==> src/rtl/cache_axi_bridge.sv <==
// Bridges the cache refill/writeback request interface onto an AXI4 master port.
// One refill (read) and one writeback (write) may be in flight at the same time;
// a read to a line that is being written back is held until the write completes.
//
// Ports:
//   clk, rst                     single clock, synchronous active-high reset
//   rd_req/rd_type/rd_addr/rd_rdy    cache read request
//   ret_valid/ret_last/ret_data      returned read words (pass-through of R)
//   wr_req/wr_type/wr_addr/wr_wstrb/wr_data/wr_rdy   cache write request
//   ar*/r*/aw*/w*/b*                 AXI4 master channels
module cache_axi_bridge #(
  parameter int unsigned ID_W  = 4,
  parameter int unsigned RD_ID = 0,
  parameter int unsigned WR_ID = 1
) (
  input  logic            clk,
  input  logic            rst,
  // cache read side
  input  logic            rd_req,
  input  logic [2:0]      rd_type,
  input  logic [31:0]     rd_addr,
  output logic            rd_rdy,
  output logic            ret_valid,
  output logic            ret_last,
  output logic [31:0]     ret_data,
  // cache write side
  input  logic            wr_req,
  input  logic [2:0]      wr_type,
  input  logic [31:0]     wr_addr,
  input  logic [3:0]      wr_wstrb,
  input  logic [127:0]    wr_data,
  output logic            wr_rdy,
  // AXI AR
  output logic [ID_W-1:0] arid,
  output logic [31:0]     araddr,
  output logic [7:0]      arlen,
  output logic [2:0]      arsize,
  output logic [1:0]      arburst,
  output logic            arvalid,
  input  logic            arready,
  // AXI R
  input  logic [31:0]     rdata,
  input  logic [1:0]      rresp,
  input  logic            rlast,
  input  logic            rvalid,
  output logic            rready,
  // AXI AW
  output logic [ID_W-1:0] awid,
  output logic [31:0]     awaddr,
  output logic [7:0]      awlen,
  output logic [2:0]      awsize,
  output logic [1:0]      awburst,
  output logic            awvalid,
  input  logic            awready,
  // AXI W
  output logic [31:0]     wdata,
  output logic [3:0]      wstrb,
  output logic            wlast,
  output logic            wvalid,
  input  logic            wready,
  // AXI B
  input  logic [1:0]      bresp,
  input  logic            bvalid,
  output logic            bready
);

  localparam logic [2:0] TYPE_LINE  = 3'b100;
  localparam logic [1:0] BURST_INCR = 2'b01;
  localparam logic [7:0] LEN_LINE   = 8'd3;
  localparam logic [7:0] LEN_SINGLE = 8'd0;
  localparam logic [2:0] SIZE_WORD  = 3'b010;

  typedef enum logic [1:0] {R_IDLE, R_AR, R_DATA} r_state_e;
  typedef enum logic [1:0] {W_IDLE, W_AW, W_DATA, W_RESP} w_state_e;

  r_state_e       r_state_q, r_state_d;
  logic [31:0]    rd_addr_q, rd_addr_d;
  logic [2:0]     rd_type_q, rd_type_d;

  w_state_e       w_state_q, w_state_d;
  logic [31:0]    wr_addr_q, wr_addr_d;
  logic [2:0]     wr_type_q, wr_type_d;
  logic [3:0]     wr_wstrb_q, wr_wstrb_d;
  logic [127:0]   wr_data_q, wr_data_d;
  logic [1:0]     wcnt_q, wcnt_d;

  logic           conflict_c;
  logic           rd_line_c;
  logic           wr_line_c;
  logic           unused_c;

  // Response codes carry no meaning for the cache; no error path exists.
  assign unused_c = ^{rresp, bresp};

  // State and latched request registers
  always_ff @(posedge clk) begin
    if (rst) begin
      r_state_q  <= R_IDLE;
      rd_addr_q  <= '0;
      rd_type_q  <= '0;
      w_state_q  <= W_IDLE;
      wr_addr_q  <= '0;
      wr_type_q  <= '0;
      wr_wstrb_q <= '0;
      wr_data_q  <= '0;
      wcnt_q     <= '0;
    end else begin
      r_state_q  <= r_state_d;
      rd_addr_q  <= rd_addr_d;
      rd_type_q  <= rd_type_d;
      w_state_q  <= w_state_d;
      wr_addr_q  <= wr_addr_d;
      wr_type_q  <= wr_type_d;
      wr_wstrb_q <= wr_wstrb_d;
      wr_data_q  <= wr_data_d;
      wcnt_q     <= wcnt_d;
    end
  end

  // A read must not overtake a writeback of the same 16-byte line, either one
  // already in flight or one being accepted in this very cycle.
  assign conflict_c = ((w_state_q != W_IDLE) && (rd_addr[31:4] == wr_addr_q[31:4])) ||
                      (wr_req && wr_rdy && (rd_addr[31:4] == wr_addr[31:4]));

  assign rd_rdy = (r_state_q == R_IDLE) && !conflict_c;
  assign wr_rdy = (w_state_q == W_IDLE);

  // Read FSM next state
  always_comb begin
    r_state_d = r_state_q;
    rd_addr_d = rd_addr_q;
    rd_type_d = rd_type_q;
    case (r_state_q)
      R_IDLE: begin
        if (rd_req && rd_rdy) begin
          r_state_d = R_AR;
          rd_addr_d = rd_addr;
          rd_type_d = rd_type;
        end
      end
      R_AR: begin
        if (arready) r_state_d = R_DATA;
      end
      R_DATA: begin
        if (rvalid && rlast) r_state_d = R_IDLE;
      end
      default: r_state_d = R_IDLE;
    endcase
  end

  // Write FSM next state and beat counter
  always_comb begin
    w_state_d  = w_state_q;
    wr_addr_d  = wr_addr_q;
    wr_type_d  = wr_type_q;
    wr_wstrb_d = wr_wstrb_q;
    wr_data_d  = wr_data_q;
    wcnt_d     = wcnt_q;
    case (w_state_q)
      W_IDLE: begin
        if (wr_req) begin
          w_state_d  = W_AW;
          wr_addr_d  = wr_addr;
          wr_type_d  = wr_type;
          wr_wstrb_d = wr_wstrb;
          wr_data_d  = wr_data;
        end
      end
      W_AW: begin
        if (awready) begin
          w_state_d = W_DATA;
          wcnt_d    = 2'd0;
        end
      end
      W_DATA: begin
        if (wready) begin
          wcnt_d = wcnt_q + 2'd1;
          if (wlast) w_state_d = W_RESP;
        end
      end
      W_RESP: begin
        if (bvalid) w_state_d = W_IDLE;
      end
      default: w_state_d = W_IDLE;
    endcase
  end

  assign rd_line_c = (rd_type_q == TYPE_LINE);
  assign wr_line_c = (wr_type_q == TYPE_LINE);

  // AR channel, driven from the latched request
  assign arid    = ID_W'(RD_ID);
  assign araddr  = rd_addr_q;
  assign arlen   = rd_line_c ? LEN_LINE : LEN_SINGLE;
  assign arsize  = rd_line_c ? SIZE_WORD : {1'b0, rd_type_q[1:0]};
  assign arburst = BURST_INCR;
  assign arvalid = (r_state_q == R_AR);

  // R channel; returned words go straight back to the cache
  assign rready    = (r_state_q == R_DATA);
  assign ret_valid = rvalid && (r_state_q == R_DATA);
  assign ret_last  = rlast;
  assign ret_data  = rdata;

  // AW channel
  assign awid    = ID_W'(WR_ID);
  assign awaddr  = wr_addr_q;
  assign awlen   = wr_line_c ? LEN_LINE : LEN_SINGLE;
  assign awsize  = wr_line_c ? SIZE_WORD : {1'b0, wr_type_q[1:0]};
  assign awburst = BURST_INCR;
  assign awvalid = (w_state_q == W_AW);

  // W channel; word cnt of the latched line, lowest word first
  assign wdata  = wr_data_q[{wcnt_q, 5'd0} +: 32];
  assign wstrb  = wr_line_c ? 4'hf : wr_wstrb_q;
  assign wlast  = (wcnt_q == awlen[1:0]);
  assign wvalid = (w_state_q == W_DATA);

  // B channel
  assign bready = (w_state_q == W_RESP);

endmodule

==> config.mk <==
export PLATFORM = sky130hd
export DESIGN_NAME = cache_axi_bridge
export DESIGN_NICKNAME = d
export VERILOG_FILES = /design/src/rtl/cache_axi_bridge.sv
export SDC_FILE = /design/constraint.sdc
export NUM_CORES = 1
export LEC_CHECK = 0
export ABC_CLOCK_PERIOD_IN_PS = 1800
export BUFFER_PORTS_ARGS = -buffer_cell sky130_fd_sc_hd__buf_4
export CAP_MARGIN = 5
export CORE_AREA = 2 2 166 168
export DETAILED_ROUTE_END_ITERATION = 7
export DIE_AREA = 0 0 168 170
export GPL_ROUTABILITY_DRIVEN = 1
export GPL_TIMING_DRIVEN = 0
export PLACE_DENSITY = 0.7
export SLEW_MARGIN = 10
export SYNTH_ARGS = -nofsm -noshare
export SYNTH_HDL_FRONTEND = slang
export SYNTH_SLANG_ARGS = --single-unit
==> constraint.sdc <==
create_clock -name clk -period 1.8 [get_ports clk]
set_input_delay 0 -clock clk [delete_from_list [all_inputs] [get_ports clk]]
set_output_delay 0 -clock clk [all_outputs]
set_load 0.02 [all_outputs]
---- Word-level counts from Yosys, hierarchy flattened ----
Index checks and enable logic that the tools add are counted.
cells by class
  $add $sub $neg .......................... 1
  equal/unequal tests ..................... 18
  shift operators ......................... 1
  mux-type cells .......................... 18
  reduce and logical (&&, ||, !) cells .... 18
operators by type and width
  kind                                                  count
  indexed part select 128 x 8 -> 32 bit                 1
  equality test 28 bit                                  2
  two-way mux 2 bit                                     14
  != test 2 x 1 -> 1 bit (second input constant)        5
  case mux 2 bit (4 select lines)                       1
  logical AND 1 bit                                     7
  equality test 2 bit (second input constant)           3
  equality test 3 bit (second input constant)           2
  != test 2 bit (second input constant)                 3
  case mux 2 bit (3 select lines)                       1
  AND reduction 3 bit                                   2
  AND reduction 5 bit                                   1
  equality test 2 x 1 -> 1 bit (second input constant)  2
  logical NOT 2 bit                                     2
  two-way mux 4 bit                                     1
  case mux 2 bit (2 select lines)                       1
  AND reduction 2 bit                                   2
  nonzero test 2 bit                                    2
  adder 2 x 1 -> 2 bit (second input constant)          1
  equality test 2 bit                                   1
  logical NOT 1 bit                                     1
  logical OR 1 bit                                      1
storage, ports and cells
  register bits ........................... 208
  input bits .............................. 248
  output and inout bits ................... 176
  logic and storage cells ................. 65

---- Longest topological paths before layout ----
Gate-level depths: netlist (run 1).
  depth after elaboration ................. 9
  mapped depth ............................ 9
  gate-level depth less buffers ........... 7

---- Worst setup path before layout (run 1) ----
OpenSTA, ideal clock, no wires.
  kind .................................... register to register
  start ................................... register w_state_q[0]
  end ..................................... register rd_addr_q[0], in the netlist araddr[0]
  library setup time ...................... 0.119 ns
  arrival time ............................ 2.022 ns
  data required time ...................... 1.681 ns
  slack ................................... -0.341 ns
  stages on the path, launching flop included .. 10
  path buffers ............................ 2
  clock period less this slack ............ 2.141 ns
  cell sequence ........................... dfxtp_1 inv_1 ha_1 nor2_1 nand4_1 or4_1 o2111a_1 buf_6 buf_8 mux2i_1
between the ends
  longest elaborated chain between the ends .. 8
  elaborated cells between the ends (all ways) .. 10
  classes of those cells .................. reduce/logical (10)
ends and longest elaborated chain
  element                               RTL line  text
  start, declared                       80        w_state_e w_state_q, w_state_d;
  start signal, assigned                111       w_state_q <= w_state_d;
  logical NOT 2 bit                     126       assign wr_rdy = (w_state_q == W_IDLE);
  via wr_rdy                            32        output logic wr_rdy,
  logical AND 1 bit (2 in a row)        123       (wr_req && wr_rdy && (rd_addr[31:4] == wr_addr[31:4]));
  logical OR 1 bit                      122       assign conflict_c = ((w_state_q != W_IDLE) && (rd_addr[31:4] == wr_addr_q[31:4])) ||
  logical NOT 1 bit                     125       assign rd_rdy = (r_state_q == R_IDLE) && !conflict_c;
  logical AND 1 bit                     125
  logical AND 1 bit                     135       if (rd_req && rd_rdy) begin
  AND reduction 2 bit (no source line)  n/a
  end signal, assigned                  109       rd_addr_q <= rd_addr_d;
  end, declared                         77        logic [31:0] rd_addr_q, rd_addr_d;
The timed path passes the listed nets, and every way through them passes these cells.
A chain may end at the register's enable or synchronous reset.

---- Final worst setup path (run 1) ----
  start ................................... register wr_addr_q[24], in the netlist awaddr[24]
  end ..................................... output port rd_rdy
between the ends
  longest elaborated chain between the ends .. 5
ends and longest elaborated chain
  element                 RTL line  text
  start, declared         81        logic [31:0] wr_addr_q, wr_addr_d;
  start signal, assigned  112       wr_addr_q <= wr_addr_d;
  equality test 28 bit    122
  logical AND 1 bit       122
  logical OR 1 bit        122
  logical NOT 1 bit       125
  logical AND 1 bit       125
  end, declared           22        output logic rd_rdy,
No other way between the ends.

==> results by group, run 1 <==
Run status
  – Status: complete, but fails checks
  – Failing checks: setup timing

Routing
  – Vias post-DR: 10200
  – Final wirelength: 39200 um
  – Vias per inst: 4.85
  – Drc violations: 0
  – Initial DRC count: 648
  – Drt pass-1 iters: 5
  – DRT antenna net count: 0
  – WL/cell: 18.5 um

Cells and area
  – Post-layout nets: 2006
  – Number of fill cells: 2184
  – Final Util: 61.4%
  – Share of post-route cells with drive strength above 1: 34.1%
  – Layout area overhead: 71.5%

Clocking
  – Clock Sink Count: 208
  – CTS tree: done
  – Skew-Pair Late Insertion Delay: 0.54 ns
  – Reg clk slew, reported paths: 0.06 ns
  – CTS HTree Levels: 1
  – Root Buffer: clkbuf_16
  – CTS buffer count: 24
  – Maximum root-to-sink buffer count: 3

Timing
  – Slew of the pin with the lowest slew margin: 0.867 ns
  – Hold Slack: 0.0424 ns
  – Clock Skews: 0.0359 ns
  – Fmax: 439 MHz
  – Fin crit share: 127%
  – Worst slew margin: 42.2%
  – Worst setup margin: -0.478 ns
  – Final Hold Fails: 0
  – Max-slew violation count: 0
  – Final setup viols: 69
  – Min Clock Period, post-route: 2.28 ns
  – RSZ-0062 raised after global routing: true

Power
  – Worst vdd ir: 664 uV
  – Leak: 7.14 nW
  – Cell Pwr Density: 1130 nW/um2
  – Total Power: 0.0185 W

Floorplan
  – Die width: 168 um
  – Effective utilization at floorplan: 35.8%
  – Die H: 170 um
  – Top Ports: 424
  – Row count: 60
  – Total die area: 28600 um2
  – Core footprint: 26700 um2

Placement
  – # port buffers: 360
  – Post-DP HPWL: 27400 um
  – Routability Congestion: 0.934

Synth
  – Post-synth EDFFs: 0
  – Yosys cell types: 36
  – Avg Cell Area, Syn: 8.53 um2
  – Yosys warning total: 0
  – Synth Cell Area: 9540 um2
  – Syn Inst Count: 1118
  – Sequential element share of the synthesized area: 43.7%
  – Asr flop ratio synth: 0%
  – Primary FF master, synth: dfxtp_1
  – Synth Register Bits: 208

GRT
  – Initial antenna violation count: 3
  – Largest net degree at the start of global routing: 13
  – Remaining Overflow, GRT: 0
  – Gr usage total: 26.5%
  – First-pass GRT wire length: 58600 um
  – Vias in the first global route: 10600

Worst setup path
  – Crit path arrival time: 2.28 ns
  – Crit start category: flip-flop
  – CP endpoint kind: output port
  – Critical path required time: 1.80 ns
  – Kind of critical path: flip-flop to output port
  – CP max FO: 3

Job
  – MaxCap Viol Count: 0

Worst hold path
  – Hold Crit Class: input pin to flip-flop
-- cells in the final DEF, fill, tap and decap left out, types with 5 or more instances in the layout --
cell | synthesis | final
buf_4 | 63 | 402
nand2_1 | 338 | 336
dlygate4sd3_1 | 0 | 206
dfxtp_1 | 208 | 188
a21oi_1 | 167 | 167
nand2b_1 | 66 | 66
xor2_1 | 41 | 40
buf_6 | 1 | 40
mux2i_1 | 37 | 37
clkbuf_1 | 70 | 36
mux4_2 | 32 | 32
conb_1 | 2 | 26
clkbuf_16 | 0 | 25
dfxtp_2 | 0 | 18
xnor2_1 | 15 | 14
clkbuf_4 | 0 | 14
clkbuf_2 | 0 | 14
clkbuf_8 | 0 | 10
buf_12 | 0 | 7
nor4_1 | 9 | 7
inv_1 | 7 | 6
nand4_1 | 6 | 6
nor2_1 | 7 | 6
or2_2 | 5 | 5
-- final timing paths --
| path | startpoint | endpoint | slack (ns) | depth (start not counted) |
|---|---|---|---|---|
| max | awaddr[24]$_SDFFE_PP0P_ | rd_rdy | -0.48 | 7 |
| min | awready | w_state_q[0]$_SDFFE_PP0P_ | 0.04 | 6 |
| max reg2reg | awaddr[24]$_SDFFE_PP0P_ | araddr[9]$_SDFFE_PP0P_ | -0.41 | 8 |
| min reg2reg | wr_wstrb_q[1]$_SDFFE_PP0P_ | wr_wstrb_q[1]$_SDFFE_PP0P_ | 0.45 | 2 |
-- synth_stat cells, drive strengths merged, types with 5 or more instances --
cell type | number | area share, %
xor2 | 41 | 3.8
clkbuf | 70 | 2.8
a21oi | 167 | 8.8
ha | 5 | 0.66
nand4 | 6 | 0.39
nor2 | 7 | 0.28
xnor2 | 15 | 1.4
dfxtp | 208 | 44
nor3 | 5 | 0.26
buf | 71 | 5.7
nand2 | 338 | 13
inv | 7 | 0.28
nand2b | 66 | 4.3
nor4 | 9 | 0.59
or2 | 5 | 0.33
mux4 | 32 | 7.6
mux2i | 37 | 3.9
-- per-layer routing --
layer	wire, um	part of all wire [%]	vias up	track usage [%]
li1	-	-	4868	-
met5	0	0	-	0
met2	20300	52	429	49.8
met3	2750	7.0	91	5.81
met1	14600	37	4848	28.6
met4	1500	3.8	0	11.0
-- cell families (layout without fill, tap and decap cells) --
group / count (synthesis) / count (layout) / share of synthesized area [%]
AOI/OAI and AO/OA: 178 / 178 / 9.64
xor gates and xnor gates: 56 / 56 / 5.14
other: 2 / 29 / 0.0788
DFF: 208 / 208 / 43.7
muxes: 69 / 69 / 11.4
adders and majority gates: 5 / 5 / 0.656
buffers and inverters: 148 / 774 / 8.77
and+or+nand+nor: 452 / 452 / 20.6
-- power breakdown --
part,internal (W),switching [W],leakage (nW),total [W]
logic,0.00341,0.00397,5.02,0.00738
clock network,0.00312,0.00199,0.402,0.00511
registers,0.00544,0.000542,1.72,0.00598
total,0.0120,0.00650,7.14,0.0185
-- per-stage QoR --
step                cell area [um2]  cells  setup WS (ns)  TNS [ns]
floorplan                      9670   1142         -0.213     -6.89
CTS                           16200   2104         -0.502    -17.03
detailed placement            12800   1843         -0.775   -109.69
global route                  16400   2112         -0.562    -21.26
finish                        16400   2112         -0.478    -16.60
global placement              12800   1843         -0.752   -104.81
-- cell type report --
class                      count  area (um2)  area share, %
antenna                        3        7.51         0.0459
buffer                       138         982           6.01
clock buffer                  35         702           4.29
clock inverter                 6         116          0.711
inverter                       7        26.3          0.161
multi-input combinational    786        4730           28.9
sequential                   208        4190           25.6
tap                          341         427           2.61
timing repair buffer         588        5170           31.6
-- flip-flops by register name, summed over array words and instances (netlist names) --
register,count
rd_type_q,3
wr_data_q,128
r_state_q,2
wr_wstrb_q,4
awaddr,32
wr_type_q,3
w_state_q,2
wcnt_q,2
araddr,32
-- repair_timing --
| action | CTS | global route |
|---|---|---|
| buffers inserted | 13 | 6 |
| pin swaps | 3 | 6 |
| hold buffers | 206 | 0 |
| setup endpoints to repair | 245 | 215 |
| gates cloned | 3 | 1 |
| hold endpoints to repair | 205 | 0 |
| resized for setup | 134 | 39 |
-- critical path, cell delays in order (launching register included) --
cell and delay [ns]:
dfxtp_2 0.33, xor2_1 0.18, nor4_2 0.27, nand4_1 0.12, or4_4 0.56, o21ai_2 0.08
nor3_2 0.05, buf_4 0.16
Power figures use the tool's default switching activity.
==> run 2: changes to the inputs <==
--- a/config.mk
+++ b/config.mk
@@ -8,12 +8,13 @@
 export ABC_CLOCK_PERIOD_IN_PS = 1800
 export BUFFER_PORTS_ARGS = -buffer_cell sky130_fd_sc_hd__buf_4
 export CAP_MARGIN = 5
-export CORE_AREA = 2 2 166 168
+export CORE_ASPECT_RATIO = 0.7
+export CORE_MARGIN = 8
+export CORE_UTILIZATION = 43
 export DETAILED_ROUTE_END_ITERATION = 7
-export DIE_AREA = 0 0 168 170
 export GPL_ROUTABILITY_DRIVEN = 1
 export GPL_TIMING_DRIVEN = 0
-export PLACE_DENSITY = 0.7
+export PLACE_DENSITY = 0.81
 export SLEW_MARGIN = 10
 export SYNTH_ARGS = -nofsm -noshare
 export SYNTH_HDL_FRONTEND = slang
==> run 2 against run 1 <==
The run still ends with setup timing left; sequential cell count unchanged; critical path depth unchanged; combinational power increased by 3%; routed wire length grew 14%; clock-buffer cell count down 7; total power fell by 2.5%; hold slack better by 0.039 ns; first-iteration DRC count up 49%; clock skew fell by 0.018 ns; non-clock buffer count decreased by 2; clock power down 14%; setup slack got worse by 0.045 ns.
==> results by group, run 2 (synthesis gave the netlist of run 1 again) <==
Routing
  – Vias per inst: 5.31 (+9.7%)
  – DRT antenna net count: 0 (unchanged)
  – WL/cell: 21.7 um (+17%)
  – Drt pass-1 iters: 5 (unchanged)
  – Initial DRC count: 966 (+49%)
  – Final wirelength: 44500 um (+14%)
  – Drc violations: 0 (unchanged)
  – Vias post-DR: 10900 (+6.4%)

Worst setup path
  – CP cell instances: xor2_2 > nor4_2 > nand4_1 > or4_4 > o21ai_2 > nor3_2 > buf_4
  – CP max FO: 3 (unchanged)
  – Slowest cell on the critical path: or4_4
  – Max stage delay on crit path: 0.54 ns (-0.02 ns)
  – RR Endpoint: araddr[3]$_SDFFE_PP0P_
  – Crit path arrival time: 2.32 ns (+0.04 ns)
  – Critical path required time: 1.80 ns (about the same)
  – RR Startpoint: awaddr[9]$_SDFFE_PP0P_
  – Reg-to-reg setup timing slack: -0.51 ns (-0.10 ns)
  – CP endpoint kind: output port
  – Crit start category: flip-flop
  – Kind of critical path: flip-flop to output port
  – R2r worst-path depth: 8 (unchanged)

Floorplan
  – Total die area: 27300 um2 (-4.5%)
  – Top Ports: 424 (unchanged)
  – Effective utilization at floorplan: 43.9% (+8.1 points)
  – Row count: 45 (-25%)
  – Die width: 194 um (+15%)
  – Core footprint: 21700 um2 (-18%)
  – Die H: 141 um (-17%)

Cells and area
  – Most frequent cells in the layout: buf_4, nand2_1, dlygate4sd3_1, dfxtp_1, a21oi_1
  – Most flops, register: wr_data_q
  – Number of fill cells: 1374 (-37%)
  – Post-layout nets: 2001 (-0.25%)
  – Final Util: 74.4% (+13 points)
  – Layout area overhead: 69.5%
  – Share of post-route cells with drive strength above 1: 34.1% (-0.035 points)
  – Commonest non-fill, non-tap cell in the layout: buf_4
  – Largest register FFs: 128 (unchanged)

Clocking
  – Root Buffer: clkbuf_16
  – Skew-Pair Late Insertion Delay: 0.50 ns (-0.04 ns)
  – CTS HTree Levels: 1 (unchanged)
  – Clock Sink Count: 208 (unchanged)
  – Maximum root-to-sink buffer count: 3 (unchanged)
  – CTS tree: done
  – CTS buffer count: 21 (-13%)
  – Reg clk slew, reported paths: 0.07 ns (about the same)

Worst hold path
  – Worst Hold Path EP: w_state_q[0]$_SDFFE_PP0P_
  – Hold Path Depth: 7 (+1)
  – Hold Crit Class: input pin to flip-flop
  – Hold_sp: awready

GRT
  – Gr usage total: 30.4% (+4.0 points)
  – Remaining Overflow, GRT: 0 (unchanged)
  – Vias in the first global route: 11200 (+4.7%)
  – Initial antenna violation count: 4 (+1)
  – Largest net degree at the start of global routing: 20 (+7)
  – First-pass GRT wire length: 65600 um (+12%)

Timing
  – Min Clock Period, post-route: 2.32 ns (+0.0446 ns)
  – Final setup viols: 69 (unchanged)
  – RSZ-0062 raised after global routing: true
  – Final Hold Fails: 0 (unchanged)
  – Clock Skews: 0.0181 ns (-0.0177 ns)
  – Slew of the pin with the lowest slew margin: 0.711 ns (-0.156 ns)
  – Fmax: 431 MHz (-1.9%)
  – Max-slew violation count: 0 (unchanged)
  – Worst slew margin: 52.6% (+10 points)
  – Setup tns final: -18.31 ns (-1.71 ns)
  – Fin crit share: 129% (+2.5 points)
  – Worst setup margin: -0.522 ns (-0.0446 ns)

Run status
  – Failing checks: setup timing
  – Status: complete, but fails checks

Placement
  – # port buffers: 360 (unchanged)
  – Routability Congestion: 0.920 (-1.5%)
  – Post-DP HPWL: 29400 um (+7.6%)

Power
  – Cell Pwr Density: 1110 nW/um2 (-1.3%)
  – Leak: 7.06 nW (-1.0%)
  – Worst vdd ir: 1170 uV (+76%)

Job
  – MaxCap Viol Count: 0 (unchanged)
-- run 2: layer usage --
layer / routed length [um] / part of all wire (%) / vias to the layer above / GRT usage [%]
met4: 1780 / 4.0 / 0 / 11.3
met1: 17300 / 39 / 5212 / 37.3
li1: - / - / 4856 / -
met5: 0 / 0 / - / 0
met3: 4210 / 9.5 / 132 / 7.70
met2: 21200 / 48 / 690 / 51.4
-- run 2: final cells by class --
class | count | area, um2 | share of cell area [%]
diodes | 6 | 15.0 | 0.0929
plain buffers | 137 | 952 | 5.89
clock buffers | 28 | 602 | 3.72
clock inverters | 8 | 72.6 | 0.449
inverters | 7 | 26.3 | 0.163
multi-input cells | 786 | 4750 | 29.4
flip-flops and latches | 208 | 4190 | 25.9
well taps | 282 | 353 | 2.18
repair buffers | 587 | 5200 | 32.2
-- run 2: metrics by stage --
stage | total power [W] | setup slack (ns) | hold slack, ns | instances | cell area [um2]
floorplan | 0.00957 | -0.213 | 0.113 | 1142 | 9670
global placement | 0.0119 | -0.608 | 0.199 | 1784 | 12700
detailed placement | 0.0121 | -0.680 | 0.200 | 1784 | 12700
CTS | 0.0175 | -0.520 | 0.0488 | 2037 | 16000
global route | 0.0187 | -0.614 | 0.102 | 2047 | 16200
finish | 0.0180 | -0.522 | 0.0816 | 2049 | 16200
-- run 2: report_power, final --
part,internal (W),switching (W)
sequential,0.00544,0.000573
clock,0.00250,0.00193
combinational,0.00341,0.00417
total,0.0113,0.00667
-- run 2: worst max path at each step --
stage	slack, ns	depth (start not counted)	end	startpoint
CTS	-0.52	7	rd_rdy	awaddr[22]$_SDFFE_PP0P_
finish	-0.52	7	rd_rdy	awaddr[9]$_SDFFE_PP0P_
global placement	-0.61	8	wr_data_q[48]$_SDFFE_PP0P_	w_state_q[0]$_SDFFE_PP0P_
global route	-0.61	7	rd_rdy	awaddr[9]$_SDFFE_PP0P_
floorplan	-0.21	8	araddr[0]$_SDFFE_PP0P_	awaddr[30]$_SDFFE_PP0P_
detailed placement	-0.68	8	wr_data_q[40]$_SDFFE_PP0P_	w_state_q[0]$_SDFFE_PP0P_
-- run 2: worst max-delay path, delay by kind of cell (launching register included) --
family          cells  cell delay (ns)
compound gates      1             0.08
xor+xnor            1             0.18
buf+inv             1             0.16
flops               1             0.34
simple gates        4             1.07
-- run 2: timing repair --
action                                  in CTS  in global routing
hold buffers                               206                  0
hold endpoints to repair                   205                  0
endpoints found under the setup margin     245                221
gates cloned                                 5                  1
pin swaps                                    6                  6
resized for setup                          120                 56
buffers inserted                             9                  8
==> run 3: changes to the inputs <==
--- a/config.mk
+++ b/config.mk
@@ -8,13 +8,16 @@
 export ABC_CLOCK_PERIOD_IN_PS = 1800
 export BUFFER_PORTS_ARGS = -buffer_cell sky130_fd_sc_hd__buf_4
 export CAP_MARGIN = 5
+export CELL_PAD_IN_SITES_DETAIL_PLACEMENT = 0
+export CELL_PAD_IN_SITES_GLOBAL_PLACEMENT = 1
 export CORE_ASPECT_RATIO = 0.7
 export CORE_MARGIN = 8
-export CORE_UTILIZATION = 43
+export CORE_UTILIZATION = 31
 export DETAILED_ROUTE_END_ITERATION = 7
 export GPL_ROUTABILITY_DRIVEN = 1
 export GPL_TIMING_DRIVEN = 0
-export PLACE_DENSITY = 0.81
+export PLACE_DENSITY = 0.82
+export RECOVER_POWER = 50
 export SLEW_MARGIN = 10
 export SYNTH_ARGS = -nofsm -noshare
 export SYNTH_HDL_FRONTEND = slang
==> run 3 against run 2 <==
The flow still finishes with violations (setup timing); sequential power down 1%; cell count is 6.4% higher; via count decreased by 6.2%; die area grew 35%; global-route usage down 8.3 points; setup slack gained 0.016 ns; critical path type unchanged; critical endpoint unchanged.
==> results by group, run 3 (synthesis gave the netlist of run 1 again) <==
Run status
  – Status: complete, but fails checks
  – Failing checks: setup timing

Clocking
  – CTS HTree Levels: 1 (unchanged)
  – Root Buffer: clkbuf_16
  – Skew-Pair Late Insertion Delay: 0.52 ns (+0.02 ns)
  – Maximum root-to-sink buffer count: 3 (unchanged)
  – Clock Sink Count: 208 (unchanged)
  – CTS tree: done
  – Reg clk slew, reported paths: 0.06 ns (about the same)
  – CTS buffer count: 24 (+14%)

Cells and area
  – Post-layout nets: 2006 (+0.25%)
  – Register area: 4190 um2 (about the same)
  – Layout area overhead: 68.4%
  – Fin cells: 2181 (+6.4%)
  – Largest register FFs: 128 (unchanged)
  – Footprint of the multi-input gates: 4710 um2 (-0.82%)
  – Final Util: 53.2% (-21 points)
  – Most flops, register: wr_data_q
  – Share of post-route cells with drive strength above 1: 27.7% (-6.3 points)
  – Number of fill cells: 2797 (+100%)
  – Most frequent cells in the layout: nand2_1, buf_4, dlygate4sd3_1, dfxtp_1, a21oi_1
  – Commonest non-fill, non-tap cell in the layout: nand2_1

Routing
  – Vias per inst: 4.68 (-12%)
  – Vias post-DR: 10200 (-6.2%)
  – WL/cell: 19.6 um (-9.5%)
  – Drt pass-1 iters: 5 (unchanged)
  – Drc violations: 0 (unchanged)
  – Final wirelength: 42800 um (-3.7%)
  – DRT antenna net count: 0 (unchanged)
  – Initial DRC count: 691 (-28%)

Timing
  – RSZ-0062 raised after global routing: true
  – Clock Skews: 0.00793 ns (-0.0102 ns)
  – Final Hold Fails: 0 (unchanged)
  – Min Clock Period, post-route: 2.31 ns (-0.0164 ns)
  – Worst slew margin: 48.1% (-4.5 points)
  – Fin crit share: 128% (-0.91 points)
  – Max-slew violation count: 0 (unchanged)
  – Final setup viols: 176 (+160%)
  – Fmax: 434 MHz (+0.71%)
  – Worst setup margin: -0.506 ns (+0.0164 ns)
  – Slew of the pin with the lowest slew margin: 0.778 ns (+0.0668 ns)

Placement
  – # port buffers: 360 (unchanged)
  – DP Cell Count: 1914 (+7.3%)
  – Place WS: -0.867 ns (-0.187 ns)
  – Routability Congestion: 0.843 (-8.5%)
  – Post-DP HPWL: 31300 um (+6.2%)

Floorplan
  – Total die area: 36700 um2 (+35%)
  – Core footprint: 30200 um2 (+39%)
  – Die H: 163 um (+16%)
  – Row count: 53 (+18%)
  – Top Ports: 424 (unchanged)
  – Die width: 226 um (+16%)
  – Effective utilization at floorplan: 31.6% (-12 points)

Worst setup path
  – Kind of critical path: flip-flop to output port
  – Critical path required time: 1.80 ns (about the same)
  – CP endpoint kind: output port
  – CP max FO: 3 (unchanged)
  – Crit start category: flip-flop
  – Crit path arrival time: 2.31 ns (about the same)

Power
  – Worst vdd ir: 627 uV (-46%)
  – Leak: 6.72 nW (-4.9%)
  – Cell Pwr Density: 1130 nW/um2 (+1.6%)

Worst hold path
  – Hold Crit Class: input pin to flip-flop

GRT
  – Largest net degree at the start of global routing: 13 (-35%)
  – Remaining Overflow, GRT: 0 (unchanged)
  – Vias in the first global route: 10500 (-6.2%)
  – First-pass GRT wire length: 62900 um (-4.2%)
  – Initial antenna violation count: 0 (-4)
  – Gr usage total: 22.1% (-8.3 points)

Job
  – MaxCap Viol Count: 0 (unchanged)
-- run 3: power by group --
| part | switching (W) | total, W | internal (W) |
|---|---|---|---|
| sequential | 0.000515 | 0.00595 | 0.00544 |
| combinational | 0.00406 | 0.00728 | 0.00322 |
| clock | 0.00197 | 0.00494 | 0.00297 |
| total | 0.00655 | 0.0182 | 0.0116 |
-- run 3: critical path: stages, from the launching register on --
cell and delay [ns]:
dfxtp_2 0.33, xor2_1 0.17, nor4_2 0.33, nand4_1 0.13, or4_4 0.52, o21ai_2 0.08
nor3_1 0.06, buf_4 0.17
-- run 3: layout make-up --
type	count	area share [%]
clock inverter	5	0.483
timing repair buffer	589	30.2
inverter	7	0.164
multi-input combinational	786	29.3
antenna	2	0.0312
clock buffer	35	4.38
tap	412	3.21
buffer	137	6.09
sequential	208	26.1
-- run 3: metrics by stage --
stage,setup TNS [ns],hold slack [ns],instance area (um2),total power (W)
global route,-40.23,0.0415,16100,0.0191
floorplan,-6.89,0.113,9670,0.00957
detailed placement,-127.49,0.201,12900,0.0122
global placement,-113.03,0.199,12900,0.0121
finish,-21.65,0.00141,16100,0.0182
CTS,-19.95,0.00242,16400,0.0184
-- run 3: layer usage --
layer | vias to the layer above | global-route usage (%) | part of all wire, %
li1 | 4869 | - | -
met1 | 4929 | 29.1 | 44
met2 | 361 | 36.1 | 47
met3 | 58 | 5.49 | 6.9
met4 | 0 | 5.07 | 2.3
met5 | - | 0 | 0
-- run 3: worst paths after layout --
check,from,end,slack (ns),depth (start not counted)
setup / recovery,awaddr[18]$_SDFFE_PP0P_,rd_rdy,-0.51,7
hold reg to reg,wr_data_q[122]$_SDFFE_PP0P_,wr_data_q[122]$_SDFFE_PP0P_,0.45,2
hold / removal,awready,w_state_q[0]$_SDFFE_PP0P_,0.001,6
setup reg to reg,awaddr[18]$_SDFFE_PP0P_,araddr[31]$_SDFFE_PP0P_,-0.45,8
-- run 3: repair_timing --
action / CTS / global route
setup buffers: 13 / 5
endpoints found under the setup margin: 246 / 211
endpoints found under the hold margin: 205 / 0
pin swaps: 7 / 3
gates cloned: 6 / 0
hold buffers: 206 / 0
gates resized for setup: 144 / 45
